`src/rtl/pila_pkg.sv`:
```
// Shared definitions for the return-address stack, the PC and the control unit.
// Jump-control codes and default sizes live here so all three agree on encoding.
package pila_pkg;

  localparam int ADDR_W_DEF = 8;
  localparam int DEPTH_DEF  = 8;

  localparam logic [1:0] SALTO_SEQ  = 2'b00;
  localparam logic [1:0] SALTO_JMP  = 2'b01;
  localparam logic [1:0] SALTO_CALL = 2'b10;
  localparam logic [1:0] SALTO_RET  = 2'b11;

endpackage

```
`src/rtl/pila_mem.sv`:
```
// DEPTH x ADDR_W register file for the return-address stack.
// One synchronous write port, one asynchronous read port, no reset on storage.
module pila_mem #(
  parameter int ADDR_W = 8,
  parameter int DEPTH  = 8,
  localparam int IDX_W = $clog2(DEPTH)
) (
  input  logic              clk_i,
  input  logic              we_i,
  input  logic [IDX_W-1:0]  wr_idx_i,
  input  logic [ADDR_W-1:0] wr_data_i,
  input  logic [IDX_W-1:0]  rd_idx_i,
  output logic [ADDR_W-1:0] rd_data_o
);

  logic [ADDR_W-1:0] mem_q [DEPTH];

  // NOTE: storage is deliberately not reset; validity is tracked by the count in the parent.
  always_ff @(posedge clk_i) begin
    if (we_i) mem_q[wr_idx_i] <= wr_data_i;
  end

  assign rd_data_o = mem_q[rd_idx_i];

endmodule

```
`src/rtl/pila_retorno.sv`:
```
// Return-address stack beside the PC: pushes PC+1 on call, supplies top of stack on return.
// Build option PILA_CIRCULAR_EN: push-when-full overwrites the oldest entry (ring behaviour).
module pila_retorno
  import pila_pkg::*;
#(
  parameter int ADDR_W = ADDR_W_DEF,
  parameter int DEPTH  = DEPTH_DEF,
  localparam int IDX_W = $clog2(DEPTH),
  localparam int CNT_W = IDX_W + 1
) (
  input  logic              i_Clk,
  input  logic              i_Rst_n,
  input  logic              i_Control_PC,
  input  logic [1:0]        i_Control_Saltos,
  input  logic [ADDR_W-1:0] i_Direccion_PC,
  input  logic              i_Limpiar_Errores,
  output logic [ADDR_W-1:0] o_Direccion_Retorno,
  output logic              o_Retorno_Valido,
  output logic              o_Vacia,
  output logic              o_Llena,
  output logic [CNT_W-1:0]  o_Profundidad,
  output logic              o_Desborde,
  output logic              o_Subdesborde
);

  // ptr_q is the next write slot and wraps modulo DEPTH, so in the ring build the
  // oldest entry (base = ptr - count) is exactly the slot a full push overwrites.
  logic [IDX_W-1:0]  ptr_q, ptr_d;
  logic [CNT_W-1:0]  cnt_q, cnt_d;
  logic              desb_q, desb_d;
  logic              subd_q, subd_d;

  logic              op_push, op_pop;
  logic              vacia, llena;
  logic              mem_we;
  logic [IDX_W-1:0]  top_idx;
  logic [ADDR_W-1:0] top_data;
  logic [ADDR_W-1:0] push_data;

  assign op_push   = !i_Control_PC && (i_Control_Saltos == SALTO_CALL);
  assign op_pop    = !i_Control_PC && (i_Control_Saltos == SALTO_RET);
  assign vacia     = (cnt_q == '0);
  assign llena     = (cnt_q == CNT_W'(DEPTH));
  assign top_idx   = ptr_q - IDX_W'(1);
  assign push_data = i_Direccion_PC + ADDR_W'(1);

  // NOTE: every always_comb output gets a default first, so no path can infer a latch.
  always_comb begin
    ptr_d  = ptr_q;
    cnt_d  = cnt_q;
    mem_we = 1'b0;
    desb_d = i_Limpiar_Errores ? 1'b0 : desb_q;
    subd_d = i_Limpiar_Errores ? 1'b0 : subd_q;

    if (op_push) begin
      if (!llena) begin
        mem_we = 1'b1;
        ptr_d  = ptr_q + IDX_W'(1);
        cnt_d  = cnt_q + CNT_W'(1);
      end else begin
        desb_d = 1'b1;
`ifdef PILA_CIRCULAR_EN
        mem_we = 1'b1;
        ptr_d  = ptr_q + IDX_W'(1);
`endif
      end
    end else if (op_pop) begin
      if (!vacia) begin
        ptr_d = ptr_q - IDX_W'(1);
        cnt_d = cnt_q - CNT_W'(1);
      end else begin
        subd_d = 1'b1;
      end
    end
  end

  // NOTE: sequential state uses non-blocking assignments only.
  always_ff @(posedge i_Clk or negedge i_Rst_n) begin
    if (!i_Rst_n) begin
      ptr_q  <= '0;
      cnt_q  <= '0;
      desb_q <= 1'b0;
      subd_q <= 1'b0;
    end else begin
      ptr_q  <= ptr_d;
      cnt_q  <= cnt_d;
      desb_q <= desb_d;
      subd_q <= subd_d;
    end
  end

  pila_mem #(
    .ADDR_W (ADDR_W),
    .DEPTH  (DEPTH)
  ) u_mem (
    .clk_i     (i_Clk),
    .we_i      (mem_we),
    .wr_idx_i  (ptr_q),
    .wr_data_i (push_data),
    .rd_idx_i  (top_idx),
    .rd_data_o (top_data)
  );

  assign o_Direccion_Retorno = vacia ? '0 : top_data;
  assign o_Retorno_Valido    = op_pop && !vacia;
  assign o_Vacia             = vacia;
  assign o_Llena             = llena;
  assign o_Profundidad       = cnt_q;
  assign o_Desborde          = desb_q;
  assign o_Subdesborde       = subd_q;

endmodule

```
`config.mk`:
```
export PLATFORM = sky130hd
export DESIGN_NAME = pila_retorno
export DESIGN_NICKNAME = d
export VERILOG_FILES = /design/src/rtl/pila_pkg.sv /design/src/rtl/pila_mem.sv /design/src/rtl/pila_retorno.sv
export SDC_FILE = /design/constraint.sdc
export NUM_CORES = 1
export LEC_CHECK = 0
export ABC_CLOCK_PERIOD_IN_PS = 2310
export CORE_UTILIZATION = 59
export DETAILED_ROUTE_END_ITERATION = 10
export DONT_BUFFER_PORTS = 1
export PLACE_DENSITY = 0.75
export SLEW_MARGIN = 20
export SYNTH_ARGS = -nofsm -noshare
export SYNTH_HDL_FRONTEND = slang
export SYNTH_SLANG_ARGS = --single-unit
```
`constraint.sdc`:
```
create_clock -name i_Clk -period 2.31 [get_ports i_Clk]
set_input_delay 0.231 -clock i_Clk [delete_from_list [all_inputs] [get_ports i_Clk]]
set_output_delay 0.231 -clock i_Clk [all_outputs]
set_load 0.05 [all_outputs]
```
==> flow_summary.yaml, run 1 <==
timing:
  final.setup.tns_ns: 0
  setup_violations: 0
  whs_ns: 0.0807
  slew_headroom_pct: 32.7
  finalMaxSlewViolations: 0
  rsz0062_at_grt: "no"
  period_minus_slack_ns: 2.22
  skew_ns: 0.00653
  timing.final.crit_share_pct: 96.1
  worstMarginPinSlew_ns: 1.01
  fmax_mhz: 450
  hold_viol: 0
synth:
  ys_seq_area_share_pct: 67.0
  syn_area_mm2: 0.00321
  ys_ff_latch: 73
  synth_warnings: 0
  synth_fp_nets: 214
  synth_cell_types: 35
  netlist_instances: 195
  syn_area_per_cell_um2: 16.4
drt:
  via_per_inst: 6.00
  wirelength_um: 5920
  drt-wirelength-per-cell_um: 20.5
  vias: 1735
  drc: 0
  first_pass_iters: 4
  first_iter_violations: 134
  ant_nets: 0
placement:
  post-dp-hpwl_um: 4040
  globalplace.congestion: 0.906
  portBuffers: 0
  placed_cell_area_mm2: 0.00336
final_layout:
  post_route_cells_drive_above_1_share_pct: 27.9
  final_cell_mix: "edfxtp_1, nand3_1, mux4_2"
  mostFrequentLayoutCell: "edfxtp_1"
  fin_area_mm2: 0.00362
  num_antenna_cells: 0
  layout.nets: 234
  synthToLayoutAreaGrowth_pct: 12.8
global_route:
  grt_pass1_vias: 1645
  grt_antenna_before_repair: 0
  grt_max_degree: 19
  grtUsageTotal_pct: 23.0
  gr-total-overflow: 0
  grt_pass1_wl_um: 8780
setup_path:
  crit_type: "flop to output pin"
  cp_data_arrival_time_ns: 1.99
  worstPathRequired_ns: 2.08
  max_stage_delay_ns: 0.43
  end_kind: "output pin"
  path_cells: "inv_1 > ha_1 > buf_8 > mux4_2 > nand3_1 > nand2_4"
  slowest_stage: "dfrtp_2"
  crit_fanout: 17
  start_kind: "flop"
floorplanning:
  fp.coreArea_mm2: 0.00517
  design.die.area_mm2: 0.00573
  die_w_um: 75.7
  io_pins: 31
  die_h_um: 75.7
  rows: 26
  start_util_pct: 62.0
min_path:
  hp-class: "input pin to flop"
clock_tree:
  htree_num_levels: 3
  cts_sinks: 73
  cts_made_buffers: 9
  cts.clk_slew.worst_paths_ns: 0.07
  cts_buffer_depth: 2
  cts_root_buffer: "clkbuf_8"
  clock_latency_ns: 0.34
  cts_tree: "yes"
run_status:
  status: "completed"
flow_run:
  maxCapViolations: 0
==> area by class of cell <==
type	count	area (um2)
clock buffers	11	131
inverters	8	30.0
clock inverters	4	45.0
multi-input cells	105	1010
flip-flops and latches	73	2150
fillers	327	1560
repair buffers	18	160
well taps	70	87.6
==> synthesized netlist by cell type <==
cell | n | area share (%)
a21oi_1 | 2 | 0.31
edfxtp_1 | 64 | 60
buf_8 | 1 | 0.47
o21ai_0 | 1 | 0.16
dfrtp_1 | 9 | 7.0
and3_1 | 2 | 0.39
or4b_1 | 1 | 0.31
mux2_2 | 1 | 0.35
nor3b_1 | 1 | 0.23
nand3_1 | 22 | 3.4
nor3_1 | 2 | 0.31
xor2_1 | 7 | 1.9
inv_1 | 8 | 0.94
nand2_1 | 11 | 1.3
o22ai_2 | 1 | 0.39
xnor2_1 | 8 | 2.2
ha_1 | 5 | 2.0
nor3_2 | 1 | 0.31
nand2b_1 | 2 | 0.39
a2bb2oi_1 | 1 | 0.27
a21oi_2 | 1 | 0.27
nor2_1 | 9 | 1.1
or3_1 | 1 | 0.20
nand3b_1 | 1 | 0.23
a31oi_1 | 1 | 0.20
or4_1 | 1 | 0.23
o22ai_1 | 1 | 0.20
a211oi_1 | 1 | 0.23
mux2i_1 | 2 | 0.62
nor2b_1 | 1 | 0.20
buf_2 | 4 | 0.62
buf_4 | 2 | 0.47
buf_6 | 2 | 0.70
mux4_2 | 17 | 12
nor4b_1 | 1 | 0.27
==> path summary, 6_finish.rpt <==
kind,end,from,depth (start not counted),slack [ns]
setup / recovery,o_Direccion_Retorno[0],ptr_q[1]$_DFFE_PN0P_,6,0.09
min in group asynchronous,o_Desborde$_DFF_PN0_,i_Rst_n,1,0.26
max in group asynchronous,ptr_q[1]$_DFFE_PN0P_,i_Rst_n,1,1.73
hold reg to reg,o_Profundidad[2]$_DFFE_PN0P_,o_Profundidad[2]$_DFFE_PN0P_,1,0.66
hold / removal,o_Subdesborde$_DFF_PN0_,i_Control_Saltos[0],2,0.08
setup reg to reg,u_mem.mem_q[5][0]$_DFFE_PP_,o_Profundidad[3]$_DFFE_PN0P_,3,0.25
==> layer usage <==
layer	share of wire [%]	track usage, %
met2	49	34.5
met1	43	32.1
met4	0.96	9.26
met3	7.3	6.61
met5	0	0
==> sequential cells by signal, summed over array words and instances (netlist names) <==
name / flops
o_Subdesborde: 1
u_mem.mem_q: 64
o_Profundidad: 4
ptr_q: 3
o_Desborde: 1
==> critical path, delay by kind of cell (launching register included) <==
family | cells | cell delay, ns
flops | 1 | 0.43
mux | 1 | 0.33
fa+ha+maj | 1 | 0.31
simple gates | 2 | 0.29
buf+inv | 2 | 0.28
==> cell families after synthesis <==
kind of cell / count (synthesis) / share of synthesized area (%)
flip-flops: 73 / 67.0
AND/OR/NAND/NOR: 56 / 8.86
multiplexers: 20 / 12.9
buffers and inverters: 17 / 3.20
XOR/XNOR: 15 / 4.10
AO/OA/AOI/OAI: 9 / 2.03
adder cells (fa/ha/maj): 5 / 1.95
==> per-stage QoR <==
step	cells	setup slack [ns]	util [%]
2_1_floorplan	195	0.0523	-
3_3_place_gp	270	0.355	65.0
3_5_place_dp	270	0.283	65.0
4_1_cts	287	0.00418	69.2
5_1_grt	289	0.00280	69.9
6_report	289	0.0896	69.9
==> repair_timing <==
| item | CTS | global route |
|---|---|---|
| setup buffers | 0 | 2 |
| pin swaps | 0 | 0 |
| resized for setup | 4 | 6 |
| endpoints found under the setup margin | 8 | 10 |
| hold buffers | 2 | 0 |
| endpoints found under the hold margin | 11 | 0 |
Power of run 1 is not shown: default switching activity piles up to over one toggle a cycle in this logic, so the estimate is an artifact.
==> inputs of run 2 (changes only) <==
CAP_MARGIN = 15   (was unset)
GPL_TIMING_DRIVEN = 0   (was unset)
TNS_END_PERCENT = 20   (was unset)
==> flow_summary.yaml, run 2 (synthesis results as in run 1) <==
run_status:
  status: "completed"
timing:
  skew_ns: 0.0102
  final.setup.tns_ns: 0
  worstMarginPinSlew_ns: 0.837
  fmax_mhz: 446
  slew_headroom_pct: 43.8
  fin_ws_ns: 0.0655
  period_minus_slack_ns: 2.24
  hold_viol: 0
  timing.final.crit_share_pct: 97.2
  finalMaxSlewViolations: 0
  rsz0062_at_grt: "yes"
  setup_violations: 0
final_layout:
  largest_register_ff_count: 64
  regMostFlops: "u_mem.mem_q"
  stdcell_count: 298
  layout.nets: 243
  post_route_cells_drive_above_1_share_pct: 42.5
  mostFrequentLayoutCell: "edfxtp_1"
  num_antenna_cells: 0
  final_cell_mix: "edfxtp_1, mux4_2, buf_4"
  synthToLayoutAreaGrowth_pct: 20.1
placement:
  portBuffers: 0
  globalplace.congestion: 0.746
  dp_slack_ns: -0.411
  post-dp-hpwl_um: 4070
  dp.cells: 265
setup_path:
  end_kind: "output pin"
  cp_data_arrival_time_ns: 2.01
  crit_type: "flop to output pin"
  slowest_stage: "dfrtp_4"
  crit_start: "o_Profundidad[0]$_DFFE_PN0P_"
  r2r_setup_slack_ns: 0.11
  start_kind: "flop"
  worstPathRequired_ns: 2.08
  reg2reg_depth: 8
  timing.rr.start: "o_Profundidad[1]$_DFFE_PN0P_"
  rr_endpoint: "o_Profundidad[3]$_DFFE_PN0P_"
  path_cells: "or4_4 > buf_8 > buf_12 > nand3_2 > nand2_4"
  max_stage_delay_ns: 0.59
  endpoint: "o_Direccion_Retorno[2]"
  crit_fanout: 10
floorplanning:
  design.die.area_mm2: 0.00573
  die_h_um: 75.7
  rows: 26
  die_w_um: 75.7
  io_pins: 31
  fp.coreArea_mm2: 0.00517
  start_util_pct: 62.0
flow_run:
  maxCapViolations: 0
drt:
  ant_nets: 0
  first_pass_iters: 6
  drt-wirelength-per-cell_um: 22.3
  wirelength_um: 6640
  vias: 1806
  drc: 0
  first_iter_violations: 115
  via_per_inst: 6.06
clock_tree:
  cts.clk_slew.worst_paths_ns: 0.07
  cts_sinks: 73
  cts_made_buffers: 9
  cts_root_buffer: "clkbuf_8"
  cts_tree: "yes"
  cts_buffer_depth: 2
  htree_num_levels: 3
  clock_latency_ns: 0.33
global_route:
  grt_pass1_vias: 1921
  grtUsageTotal_pct: 27.3
  grt_max_degree: 12
  grt_antenna_before_repair: 0
  grt_pass1_wl_um: 10300
  gr-total-overflow: 0
min_path:
  hp-class: "input pin to flop"
[run 2: changes by cell type in the layout (fill, tap and decap cells not counted), moves of 3 or more]
cell / change
buf_2: +3
dfrtp_2: +4
nand3_1: -13
dfrtp_1: -5
nand3_2: +13
inv_1: -3
[run 2: critical path: cells and delay by family, from the launching register on]
| family | cells | cell delay [ns] |
|---|---|---|
| simple gates | 3 | 0.79 |
| flops | 1 | 0.59 |
| buf+inv | 2 | 0.30 |
[run 2: per-layer routing]
layer	vias up	GRT usage, %	wire, um
met4	0	13.6	236
li1	804	-	-
met3	21	7.94	360
met1	901	33.3	2640
met5	-	0	0
met2	80	44.9	3410
[run 2: timing repair]
item	in CTS	in global routing
buffers inserted	12	5
hold endpoints to repair	10	0
resized for setup	53	6
endpoints found under the setup margin	69	18
gates cloned	1	0
pin swaps	17	5
hold buffers	2	0
[run 2: worst min path at each step]
| stage | from | endpoint | cells after the start |
|---|---|---|---|
| floorplan | i_Rst_n | o_Desborde$_DFF_PN0_ | 0 |
| global placement | i_Rst_n | o_Profundidad[0]$_DFFE_PN0P_ | 0 |
| detailed placement | i_Rst_n | o_Profundidad[0]$_DFFE_PN0P_ | 0 |
| CTS | i_Limpiar_Errores | o_Desborde$_DFF_PN0_ | 1 |
| global route | i_Limpiar_Errores | o_Desborde$_DFF_PN0_ | 1 |
| finish | i_Limpiar_Errores | o_Desborde$_DFF_PN0_ | 1 |
[run 2: metrics by stage]
step,hold slack [ns],area [um2],utilization (%)
after floorplan,-0.0646,3230,-
after global routing,0.0168,3850,74.5
after global placement,-0.0644,3320,64.1
after detailed placement,-0.0644,3330,64.3
final,0.0436,3850,74.5
after CTS,0.0145,3840,74.2
[run 2: layout make-up]
class,instances,area [um2]
fill,310,1320
clock inverter,5,23.8
inverter,8,41.3
timing repair buffer,20,170
buffer,7,87.6
tap,70,87.6
sequential,73,2160
multi-input combinational,105,1160
clock buffer,10,128
Power of run 2 is left out for the same reason.
